<file path="src/rtl/ball_step_ctrl_if.sv">
// Ball step link between the step controller (master) and the ball block (slave).
//
// Handshake: o_ball_req is the master's request and stays high until the slave
// answers. The slave answers in one cycle with either i_ball_ack (step data on
// i_ballX/i_ballY/i_ball_size/i_ball_speedX/Y is valid in that same cycle) or
// i_ball_frame_term (no more steps this frame). The request stays high through
// the answering cycle. If both answers are high together, ack wins.
// o_ball_collision is a one-cycle pulse, and o_direc_var is valid during it.
interface ball_step_ctrl_if #(
  parameter int PX_W  = 10,
  parameter int PY_W  = 10,
  parameter int BS_W  = 4,
  parameter int DIR_W = 5
);
  logic             o_ball_req;
  logic             i_ball_ack;
  logic             i_ball_frame_term;
  logic [PX_W-1:0]  i_ballX;
  logic [PY_W-1:0]  i_ballY;
  logic [BS_W-1:0]  i_ball_size;
  logic [1:0]       i_ball_speedX;
  logic [1:0]       i_ball_speedY;
  logic             o_ball_collision;
  logic [DIR_W-1:0] o_direc_var;

  modport master (
    output o_ball_req, o_ball_collision, o_direc_var,
    input  i_ball_ack, i_ball_frame_term, i_ballX, i_ballY, i_ball_size,
           i_ball_speedX, i_ball_speedY
  );

  modport slave (
    input  o_ball_req, o_ball_collision, o_direc_var,
    output i_ball_ack, i_ball_frame_term, i_ballX, i_ballY, i_ball_size,
           i_ball_speedX, i_ball_speedY
  );
endinterface

</file>
<file path="src/rtl/ball_step_ctrl.sv">
// ball_step_ctrl: per frame, requests ball steps until the ball reports frame
// termination, checks every acknowledged step against walls, floor and
// platform, and reports collisions (with a direction code) and life loss.
module ball_step_ctrl #(
  parameter int SCREEN_W    = 640,
  parameter int SCREEN_H    = 480,
  parameter int WALL_TOP    = 0,
  parameter int PLAT_W_LOG2 = 6,
  parameter int TIMEOUT     = 255,
  parameter int PX_W        = 10,
  parameter int PY_W        = 10,
  parameter int BS_W        = 4,
  parameter int DIR_W       = 5
) (
  input  logic            clk,
  input  logic            rst_n,
  input  logic            i_game_start,
  input  logic            i_cal_frame,
  input  logic [PX_W-1:0] i_platX,
  input  logic [PY_W-1:0] i_platY,
  ball_step_ctrl_if.master ball,
  output logic            o_frame_done,
  output logic            o_life_lost,
  output logic            o_err,
  output logic [2:0]      o_state
);
  // One extra bit so sums like X+S never wrap.
  localparam int AW = PX_W + 1;
  localparam int CW = $clog2(TIMEOUT + 1);
  localparam logic [AW-1:0]    PLAT_W    = AW'(2 ** PLAT_W_LOG2);
  localparam logic [DIR_W-1:0] DIR_RESET = DIR_W'(9);
  localparam logic [DIR_W-1:0] DIR_FLIPX = DIR_W'(18);
  localparam logic [DIR_W-1:0] DIR_FLIPY = DIR_W'(19);

  typedef enum logic [2:0] {
    ST_IDLE  = 3'd0,
    ST_REQ   = 3'd1,
    ST_CHECK = 3'd2,
    ST_HIT   = 3'd3,
    ST_GAP   = 3'd4,
    ST_DONE  = 3'd5,
    ST_DEAD  = 3'd6
  } state_t;

  state_t state, state_n;

  // Step data captured on ack, evaluated one cycle later in CHECK.
  logic [PX_W-1:0]  lat_x;
  logic [PY_W-1:0]  lat_y;
  logic [BS_W-1:0]  lat_s;
  logic [1:0]       lat_spx, lat_spy;
  // Direction registers: 1 = positive (right / down).
  logic             dx_pos, dy_pos;
  logic [DIR_W-1:0] direc;
  logic             err, frame_done, life_lost;
  logic [CW-1:0]    wait_cnt;

  // FSM side outputs
  logic             req_c, coll_c, latch_en, dir_load, err_set, done_set, life_set;
  logic             dx_n, dy_n;
  logic [DIR_W-1:0] dir_n;

  // Collision datapath
  logic [AW-1:0]    x_e, y_e, s_e, px_e, py_e, xs, ys, center, offs;
  logic             dx_c, dy_c;
  logic             hit_floor, hit_plat, hit_left, hit_right, hit_top;
  logic [DIR_W-1:0] plat_dir;

  // Geometry of the latched step against the current platform position.
  always_comb begin
    x_e    = AW'(lat_x);
    y_e    = AW'(lat_y);
    s_e    = AW'(lat_s);
    px_e   = AW'(i_platX);
    py_e   = AW'(i_platY);
    xs     = x_e + s_e;
    ys     = y_e + s_e;
    center = x_e + (s_e >> 1);
    offs   = (center - px_e) >> (PLAT_W_LOG2 - 4);
    // A zero speed keeps the previous sign.
    dx_c   = (lat_spx == 2'b00) ? dx_pos : ~lat_spx[1];
    dy_c   = (lat_spy == 2'b00) ? dy_pos : ~lat_spy[1];

    hit_floor = (ys >= AW'(SCREEN_H - 1));
    hit_plat  = dy_c && ((ys + AW'(1)) >= py_e) && (ys <= (py_e + AW'(1))) &&
                (xs >= px_e) && (x_e <= (px_e + PLAT_W - AW'(1)));
    hit_left  = !dx_c && (x_e == '0);
    hit_right = dx_c && (xs >= AW'(SCREEN_W - 1));
    hit_top   = !dy_c && (y_e <= AW'(WALL_TOP));

    // Platform angle: 16 buckets across the platform, clamped to 1..16.
    if (center < px_e)           plat_dir = DIR_W'(1);
    else if (offs >= AW'(16))    plat_dir = DIR_W'(16);
    else                         plat_dir = DIR_W'(offs + AW'(1));
  end

  // Next-state and control decode.
  always_comb begin
    state_n  = state;
    req_c    = 1'b0;
    coll_c   = 1'b0;
    latch_en = 1'b0;
    dir_load = 1'b0;
    err_set  = 1'b0;
    done_set = 1'b0;
    life_set = 1'b0;
    dx_n     = dx_pos;
    dy_n     = dy_pos;
    dir_n    = direc;

    case (state)
      ST_IDLE: if (i_cal_frame) state_n = ST_REQ;
      ST_REQ: begin
        req_c = 1'b1;
        if (ball.i_ball_ack) begin
          latch_en = 1'b1;
          state_n  = ST_CHECK;
        end else if (ball.i_ball_frame_term) begin
          done_set = 1'b1;
          state_n  = ST_DONE;
        end else if (wait_cnt == CW'(TIMEOUT)) begin
          err_set  = 1'b1;
          done_set = 1'b1;
          state_n  = ST_DONE;
        end
      end
      ST_CHECK: begin
        dx_n    = dx_c;
        dy_n    = dy_c;
        state_n = ST_GAP;
        if (hit_floor) begin
          life_set = 1'b1;
          state_n  = ST_DEAD;
        end else if (hit_plat) begin
          dir_load = 1'b1;
          dir_n    = plat_dir;
          dy_n     = 1'b0;
          dx_n     = (plat_dir > DIR_W'(8));
          state_n  = ST_HIT;
        end else if (hit_left || hit_right) begin
          dir_load = 1'b1;
          dir_n    = DIR_FLIPX;
          dx_n     = ~dx_c;
          state_n  = ST_HIT;
        end else if (hit_top) begin
          dir_load = 1'b1;
          dir_n    = DIR_FLIPY;
          dy_n     = 1'b1;
          state_n  = ST_HIT;
        end
      end
      ST_HIT: begin
        coll_c  = 1'b1;
        state_n = ST_GAP;
      end
      ST_GAP:  state_n = ST_REQ;
      ST_DONE: if (i_cal_frame) state_n = ST_REQ;
      ST_DEAD: state_n = ST_DEAD;
      default: state_n = ST_IDLE;
    endcase

    if (i_game_start) state_n = ST_IDLE;
  end

  // State register.
  always_ff @(posedge clk or negedge rst_n) begin
    if (!rst_n) state <= ST_IDLE;
    else        state <= state_n;
  end

  // Step latch, direction, wait counter and registered pulses.
  always_ff @(posedge clk or negedge rst_n) begin
    if (!rst_n) begin
      lat_x      <= '0;
      lat_y      <= '0;
      lat_s      <= '0;
      lat_spx    <= '0;
      lat_spy    <= '0;
      dx_pos     <= 1'b1;
      dy_pos     <= 1'b0;
      direc      <= DIR_RESET;
      err        <= 1'b0;
      frame_done <= 1'b0;
      life_lost  <= 1'b0;
      wait_cnt   <= '0;
    end else if (i_game_start) begin
      lat_x      <= '0;
      lat_y      <= '0;
      lat_s      <= '0;
      lat_spx    <= '0;
      lat_spy    <= '0;
      dx_pos     <= 1'b1;
      dy_pos     <= 1'b0;
      direc      <= DIR_RESET;
      err        <= 1'b0;
      frame_done <= 1'b0;
      life_lost  <= 1'b0;
      wait_cnt   <= '0;
    end else begin
      if (latch_en) begin
        lat_x   <= ball.i_ballX;
        lat_y   <= ball.i_ballY;
        lat_s   <= ball.i_ball_size;
        lat_spx <= ball.i_ball_speedX;
        lat_spy <= ball.i_ball_speedY;
      end
      dx_pos     <= dx_n;
      dy_pos     <= dy_n;
      if (dir_load) direc <= dir_n;
      err        <= err | err_set;
      frame_done <= done_set;
      life_lost  <= life_set;
      // Counts cycles spent waiting in one request; restarts per request.
      wait_cnt   <= (state == ST_REQ && state_n == ST_REQ) ? wait_cnt + CW'(1) : '0;
    end
  end

  assign ball.o_ball_req       = req_c;
  assign ball.o_ball_collision = coll_c;
  assign ball.o_direc_var      = direc;
  assign o_frame_done          = frame_done;
  assign o_life_lost           = life_lost;
  assign o_err                 = err;
  assign o_state               = state;
endmodule
</file>
<file path="src/flat_wrapper.sv">
// flat-port wrapper written by rule: the top's interface ports become plain ports
module ball_step_ctrl_flat 
#(
  parameter int SCREEN_W    = 640,
  parameter int SCREEN_H    = 480,
  parameter int WALL_TOP    = 0,
  parameter int PLAT_W_LOG2 = 6,
  parameter int TIMEOUT     = 255,
  parameter int PX_W        = 10,
  parameter int PY_W        = 10,
  parameter int BS_W        = 4,
  parameter int DIR_W       = 5
)
  (clk, rst_n, i_game_start, i_cal_frame, i_platX, i_platY, o_frame_done, o_life_lost, o_err, o_state, ball_o_ball_req, ball_o_ball_collision, ball_o_direc_var, ball_i_ball_ack, ball_i_ball_frame_term, ball_i_ballX, ball_i_ballY, ball_i_ball_size, ball_i_ball_speedX, ball_i_ball_speedY);
  ball_step_ctrl_if #(.PX_W(PX_W), .PY_W(PY_W), .BS_W(BS_W), .DIR_W(DIR_W)) ball_i ();
  input  logic clk;
  input  logic rst_n;
  input  logic i_game_start;
  input  logic i_cal_frame;
  input  logic [PX_W-1:0] i_platX;
  input  logic [PY_W-1:0] i_platY;
  output logic o_frame_done;
  output logic o_life_lost;
  output logic o_err;
  output logic [2:0] o_state;
  output wire logic [$bits(ball_i.o_ball_req)-1:0] ball_o_ball_req;
  output wire logic [$bits(ball_i.o_ball_collision)-1:0] ball_o_ball_collision;
  output wire logic [$bits(ball_i.o_direc_var)-1:0] ball_o_direc_var;
  input wire logic [$bits(ball_i.i_ball_ack)-1:0] ball_i_ball_ack;
  input wire logic [$bits(ball_i.i_ball_frame_term)-1:0] ball_i_ball_frame_term;
  input wire logic [$bits(ball_i.i_ballX)-1:0] ball_i_ballX;
  input wire logic [$bits(ball_i.i_ballY)-1:0] ball_i_ballY;
  input wire logic [$bits(ball_i.i_ball_size)-1:0] ball_i_ball_size;
  input wire logic [$bits(ball_i.i_ball_speedX)-1:0] ball_i_ball_speedX;
  input wire logic [$bits(ball_i.i_ball_speedY)-1:0] ball_i_ball_speedY;
  assign ball_o_ball_req = ball_i.o_ball_req;
  assign ball_o_ball_collision = ball_i.o_ball_collision;
  assign ball_o_direc_var = ball_i.o_direc_var;
  assign ball_i.i_ball_ack = ball_i_ball_ack;
  assign ball_i.i_ball_frame_term = ball_i_ball_frame_term;
  assign ball_i.i_ballX = ball_i_ballX;
  assign ball_i.i_ballY = ball_i_ballY;
  assign ball_i.i_ball_size = ball_i_ball_size;
  assign ball_i.i_ball_speedX = ball_i_ball_speedX;
  assign ball_i.i_ball_speedY = ball_i_ball_speedY;
  ball_step_ctrl #(.SCREEN_W(SCREEN_W), .SCREEN_H(SCREEN_H), .WALL_TOP(WALL_TOP), .PLAT_W_LOG2(PLAT_W_LOG2), .TIMEOUT(TIMEOUT), .PX_W(PX_W), .PY_W(PY_W), .BS_W(BS_W), .DIR_W(DIR_W)) u_core (.clk(clk), .rst_n(rst_n), .i_game_start(i_game_start), .i_cal_frame(i_cal_frame), .i_platX(i_platX), .i_platY(i_platY), .ball(ball_i), .o_frame_done(o_frame_done), .o_life_lost(o_life_lost), .o_err(o_err), .o_state(o_state));
endmodule
</file>
<file path="config.mk">
export PLATFORM = sky130hd
export DESIGN_NAME = ball_step_ctrl_flat
export DESIGN_NICKNAME = d
export VERILOG_FILES = /design/src/rtl/ball_step_ctrl_if.sv /design/src/rtl/ball_step_ctrl.sv /design/src/flat_wrapper.sv
export SDC_FILE = /design/constraint.sdc
export NUM_CORES = 1
export LEC_CHECK = 0
export BUFFER_PORTS_ARGS = -buffer_cell sky130_fd_sc_hd__buf_2
export CORE_UTILIZATION = 30
export DETAILED_ROUTE_END_ITERATION = 8
export PLACE_DENSITY = 0.59
export SLEW_MARGIN = 20
export SYNTH_ARGS = -nofsm -noshare
export SYNTH_HDL_FRONTEND = slang
export SYNTH_SLANG_ARGS = --single-unit
</file>
<file path="constraint.sdc">
create_clock -name clk -period 7.6 [get_ports clk]
set_input_delay 1.14 -clock clk [delete_from_list [all_inputs] [get_ports clk]]
set_output_delay 1.14 -clock clk [all_outputs]
set_load 0.02 [all_outputs]
</file>
Word-level counts from Yosys, hierarchy flattened

Cells that the tools add are included.

Register bits: 49
Bits of input ports: 54
Logic and storage cells: 132

Add/subtract/negate cells: 10
Magnitude comparators: 10
Eq/ne operators: 9
Muxes and demuxes: 65
Bitwise operators: 4
Reduce and logical (&&, ||, !) cells: 21

Operator list:

| cell                                                                    | number |
|---|---|
| 5-bit two-way mux                                                       | 9 |
| 10-bit two-way mux                                                      | 4 |
| 1-bit two-way mux                                                       | 34 |
| 3-bit two-way mux                                                       | 9 |
| 10-bit by 4-bit adder with 11-bit output                                | 2 |
| 11-bit by 10-bit >= comparator with 1-bit output                        | 2 |
| 3-bit case mux with 6 select lines                                      | 1 |
| 8-bit two-way mux                                                       | 2 |
| 10-bit by 1-bit adder with 11-bit output, second input constant         | 1 |
| 10-bit by 3-bit adder with 11-bit output                                | 1 |
| 10-bit by 7-bit adder with 11-bit output, second input constant         | 1 |
| 11-bit by 1-bit adder with 11-bit output, second input constant         | 1 |
| 11-bit by 10-bit >= comparator with 1-bit output, second input constant | 1 |
| 11-bit by 9-bit >= comparator with 1-bit output, second input constant  | 1 |
| 10-bit by 11-bit <= comparator with 1-bit output                        | 1 |
| 11-bit <= comparator                                                    | 1 |
| 11-bit by 10-bit < comparator with 1-bit output                         | 1 |
| 11-bit by 1-bit subtractor with 11-bit output, second input constant    | 1 |
| 11-bit by 10-bit subtractor with 11-bit output                          | 1 |
| 10-bit by 1-bit <= comparator with 1-bit output, second input constant  | 1 |
| 10-bit logical NOT                                                      | 1 |
| 3-bit == test, second input constant                                    | 3 |
| 9-bit by 5-bit >= comparator with 1-bit output, second input constant   | 1 |
| 8-bit by 1-bit adder with 8-bit output, second input constant           | 1 |
| 19 further kinds                                                        | 38 |

Longest topological paths before layout

Depth after elaboration: 15
Mapped depth: 19
Mapped depth without buffers: 18

Least setup slack after synthesis

OpenSTA, ideal clock, no wires.

Kind: input to register
From: in i_platX[1]
To: reg u_core.direc[0], in the netlist u_core.ball.o_direc_var[0]
Data arrival time: 3.906 ns
Data required time: 7.516 ns
Path slack: 3.611 ns
Stages: 15
Path buffers: 0
Cells stage by stage: inv_1 ha_1 nand2_1 nor4_1 nor3_1 xnor2_1 ha_1 nand2_1 or2_2 o32a_1 o221ai_1 and4_1 o41ai_2 a31o_1 a221o_1

Word-level cells in the longest chain between the ends: 9
Elaborated cells between the ends (all ways): 23
Classes of those cells: add/sub: 4; order compare: 4; mux: 10; reduce/logical: 5

Ends and longest elaborated chain:

| element                                                                                                           | line                                       | text |
|---|---|---|
| start, declared                                                                                                   | flat_wrapper.sv:20                         | `input logic [PX_W-1:0] i_platX;` |
| 10-bit by 7-bit adder with 11-bit output / 11-bit by 10-bit subtractor with 11-bit output (equally long branches) | ball_step_ctrl.sv:86, ball_step_ctrl.sv:79 |  |
| 11-bit by 1-bit subtractor with 11-bit output (tied with other cells)                                             | ball_step_ctrl.sv:86                       | `(xs >= px_e) && (x_e <= (px_e + PLAT_W - AW'(1)));` |
| 10-bit by 11-bit <= comparator with 1-bit output / 5-bit two-way mux (equally long branches)                      | ball_step_ctrl.sv:86, ball_step_ctrl.sv:93 |  |
| 1-bit logical AND / 5-bit two-way mux (equally long branches)                                                     | ball_step_ctrl.sv:86, ball_step_ctrl.sv:92 |  |
| 1-bit two-way mux / 5-bit two-way mux (equally long branches)                                                     | ball_step_ctrl.sv:134                      | `end else if (hit_plat) begin` |
| 1-bit two-way mux / 5-bit two-way mux (equally long branches)                                                     | ball_step_ctrl.sv:131                      | `if (hit_floor) begin` |
| 1-bit two-way mux / 5-bit two-way mux (equally long branches)                                                     | ball_step_ctrl.sv:111                      | `case (state)` |
| 2-bit nonzero test (no source line) / 5-bit two-way mux (equally long branches)                                   | n/a                                        |  |
| 4-bit AND reduction (no source line) / 5-bit two-way mux (equally long branches)                                  | n/a                                        |  |
| end signal, assigned                                                                                              | ball_step_ctrl.sv:209                      | `if (dir_load) direc <= dir_n;` |
| end, declared                                                                                                     | ball_step_ctrl.sv:54                       | `logic [DIR_W-1:0] direc;` |

Several ways; a longest one is shown, not always the timed one. The select of a mux whose other input is x is not followed.
A chain may end at the register's enable or synchronous reset.

Worst setup path in the final report

Ends and elaborated chain as after synthesis.

==> metrics <==
final instance area 0.00583 mm^2; Yosys Warn Count 0; grt ovf 0; clk_lat worst skew 280 ps; crit end category flip-flop; fmax 225 MHz; Mapped Area 0.00512 mm^2; asr flop ratio synth 100%; Critical Path Source Type primary input; Initial Utilization 30.7%; fin util 35.0%; number of distinct library cells after synthesis 79; CTS H-Tree Depth 2; setup TNS 0 ps; worst hold path startpoint u_core.wait_cnt[0]; largest net degree at the start of global routing 50; first-pass GRT wire length 22,100 um; Leak 2.84 nW; Die Height 133 um; Critical Path AT 4660 ps; placed inst area 0.00565 mm^2; via count 4,557; Worst Hold Class reg2reg; die area 0.0176 mm^2; nets@finish 797; non-filler cells, final 895; post-synthesis sequential area ratio 24.0%; Core Area 0.0166 mm^2; commonest non-fill, non-tap cells in the layout 86 x nand2_1, 66 x ha_1, 66 x buf_2; reg2reg start u_core.lat_s[0]; share of cells above drive strength 1 15.4%; Pre-antenna DRT Iters 5; clock buffer count from CTS 5; ys flop type dfrtp_1; kind of critical path in2reg; Max FO, Critical Path 11; DR iter-0 viols 160; clock root buffer master clkbuf_16; Placed Cells 887; max cap viols 0; Slew Viols, Final 0; DR vias/cell 5.09; post-synth net total 740; worst IR drop on VDD 0.000153 V; met3 global-route usage 1.72%; clock-pin slew on the worst setup and hold paths 70 ps; Layout Skew 6.26 ps; Pwr per Cell Area 141 mW/mm^2; Remaining DRCs 0; fin worst setup slack 3150 ps; Antenna Cells 0; initial antenna violation count 0; total power draw 821 uW; min Tclk post-route 4450 ps; number of buffers added on ports 66; I/O pin cnt 67; routability cong. 0.836; number of flops mapped to enable cells by yosys 0; met2 Usage GRT 24.7%; die width 133 um; Worst Setup SP i_platX[1]; Synth Register Bits 49; DP HPWL 10,400 um; synthesized area per cell 8.29 um^2; CTS resizes 0; gr usage total 15.3%; TritonCTS clock tree built; post-CTS setup buffer count 0; vias in the first global route 4,368; Worst EP required 7810 ps; final antenna-violating net count 0; Place WS 2880 ps; RSZ-0062 raised after global routing false; WL final 13,200 um; max_slew headroom 33.9%; global routing usage on met1 21.9%; num rows 47; Final Cycle Share 58.5%; CTS Hold Bufs 0; clock sinks 49; Worst Tran Pin Value 990 ps; commonest non-fill, non-tap cell in the layout nand2_1; WL per Instance 14.7 um; Setup-failing EPs final 0; synth-to-layout area growth 13.9%; synthesized instance count 617; Hold Slack 455 ps; hold violation total from the final report 0; outcome finished clean; CTS max path bufs 2; busiest grt layer met2
-- logic make-up after synthesis --
family,count (synthesis),synth area share (%)
mux,1,0.196
compound gates,142,19.7
simple gates,238,23.5
fa+ha+maj,69,17.3
buf+inv,59,4.65
xor+xnor,59,10.6
flops,49,24.0
-- sequential cells by signal, summed over array words and instances (netlist names), 2 cells and up --
| register | cells |
|---|---|
| u_core.lat_spx | 2 |
| u_core.lat_spy | 2 |
| u_core.o_state | 3 |
| u_core.wait_cnt | 8 |
| u_core.lat_x | 10 |
| u_core.lat_s | 4 |
| u_core.lat_y | 10 |
| u_core.ball.o_direc_var | 5 |
-- critical path: stages --
cell and delay [ps]:
buf_2 110, inv_1 100, ha_1 200, nand2_1 90, nor4_1 490, nor3_1 120
xnor2_1 160, ha_1 300, nand2_1 70, or2_2 300, o32a_1 340, o221ai_1 120
and4_1 250, o41ai_2 60, buf_4 180, a31o_1 250, a221o_1 370
-- final timing paths --
check | cells past startpoint | end | slack, ps
max in group asynchronous | 2 | u_core.lat_x[1] | 6210
worst max register to register | 18 | u_core.ball.o_direc_var[0] | 3180
worst min-delay path | 1 | u_core.wait_cnt[0] | 450
worst max-delay path | 17 | u_core.ball.o_direc_var[0] | 3150
min in group asynchronous | 2 | u_core.lat_y[6] | 950
worst min register to register | 1 | u_core.wait_cnt[0] | 450
-- Yosys cell counts (4+ instances only) --
cell type | number | area share (%)
a211oi_1 | 9 | 1.3
a21o_1 | 10 | 1.5
a21oi_1 | 52 | 5.1
a31oi_1 | 4 | 0.49
and2_1 | 7 | 0.86
and3_1 | 11 | 1.3
and4_1 | 6 | 1.0
buf_2 | 4 | 0.39
clkbuf_1 | 9 | 0.66
dfrtp_1 | 46 | 22
ha_1 | 66 | 16
inv_1 | 40 | 2.9
nand2_1 | 86 | 6.3
nand2b_1 | 5 | 0.61
nand3_1 | 26 | 2.5
nand4_1 | 9 | 1.1
nor2_1 | 37 | 2.7
nor2b_1 | 9 | 1.1
nor3_1 | 13 | 1.3
nor3b_1 | 4 | 0.59
nor4_1 | 6 | 0.73
o211ai_1 | 5 | 0.73
o21ai_0 | 20 | 2.0
or4_1 | 4 | 0.59
xnor2_1 | 36 | 6.2
xor2_1 | 21 | 3.6
-- layout make-up --
class,count,area [um^2]
Clock buffer,7,143
Multi-Input combinational cell,509,3650
Inverter,41,154
Timing Repair Buffer,68,345
Tap cell,220,275
Fill cell,1756,10800
Clock inverter,1,30.0
Sequential cell,49,1230
-- metal layers --
metal | up-vias | wire (um)
li1 | 2331 | -
met1 | 2114 | 6600
met2 | 100 | 5900
met3 | 12 | 492
met4 | 0 | 175
met5 | - | 0
-- power breakdown --
part           internal (mW)  switching [mW]  total, mW
Combinational          0.107           0.158      0.265
Sequential             0.274          0.0241      0.298
Clock                  0.165          0.0939      0.258
Total                  0.546           0.276      0.821
Note: power is estimated with default switching activity, not from simulation.
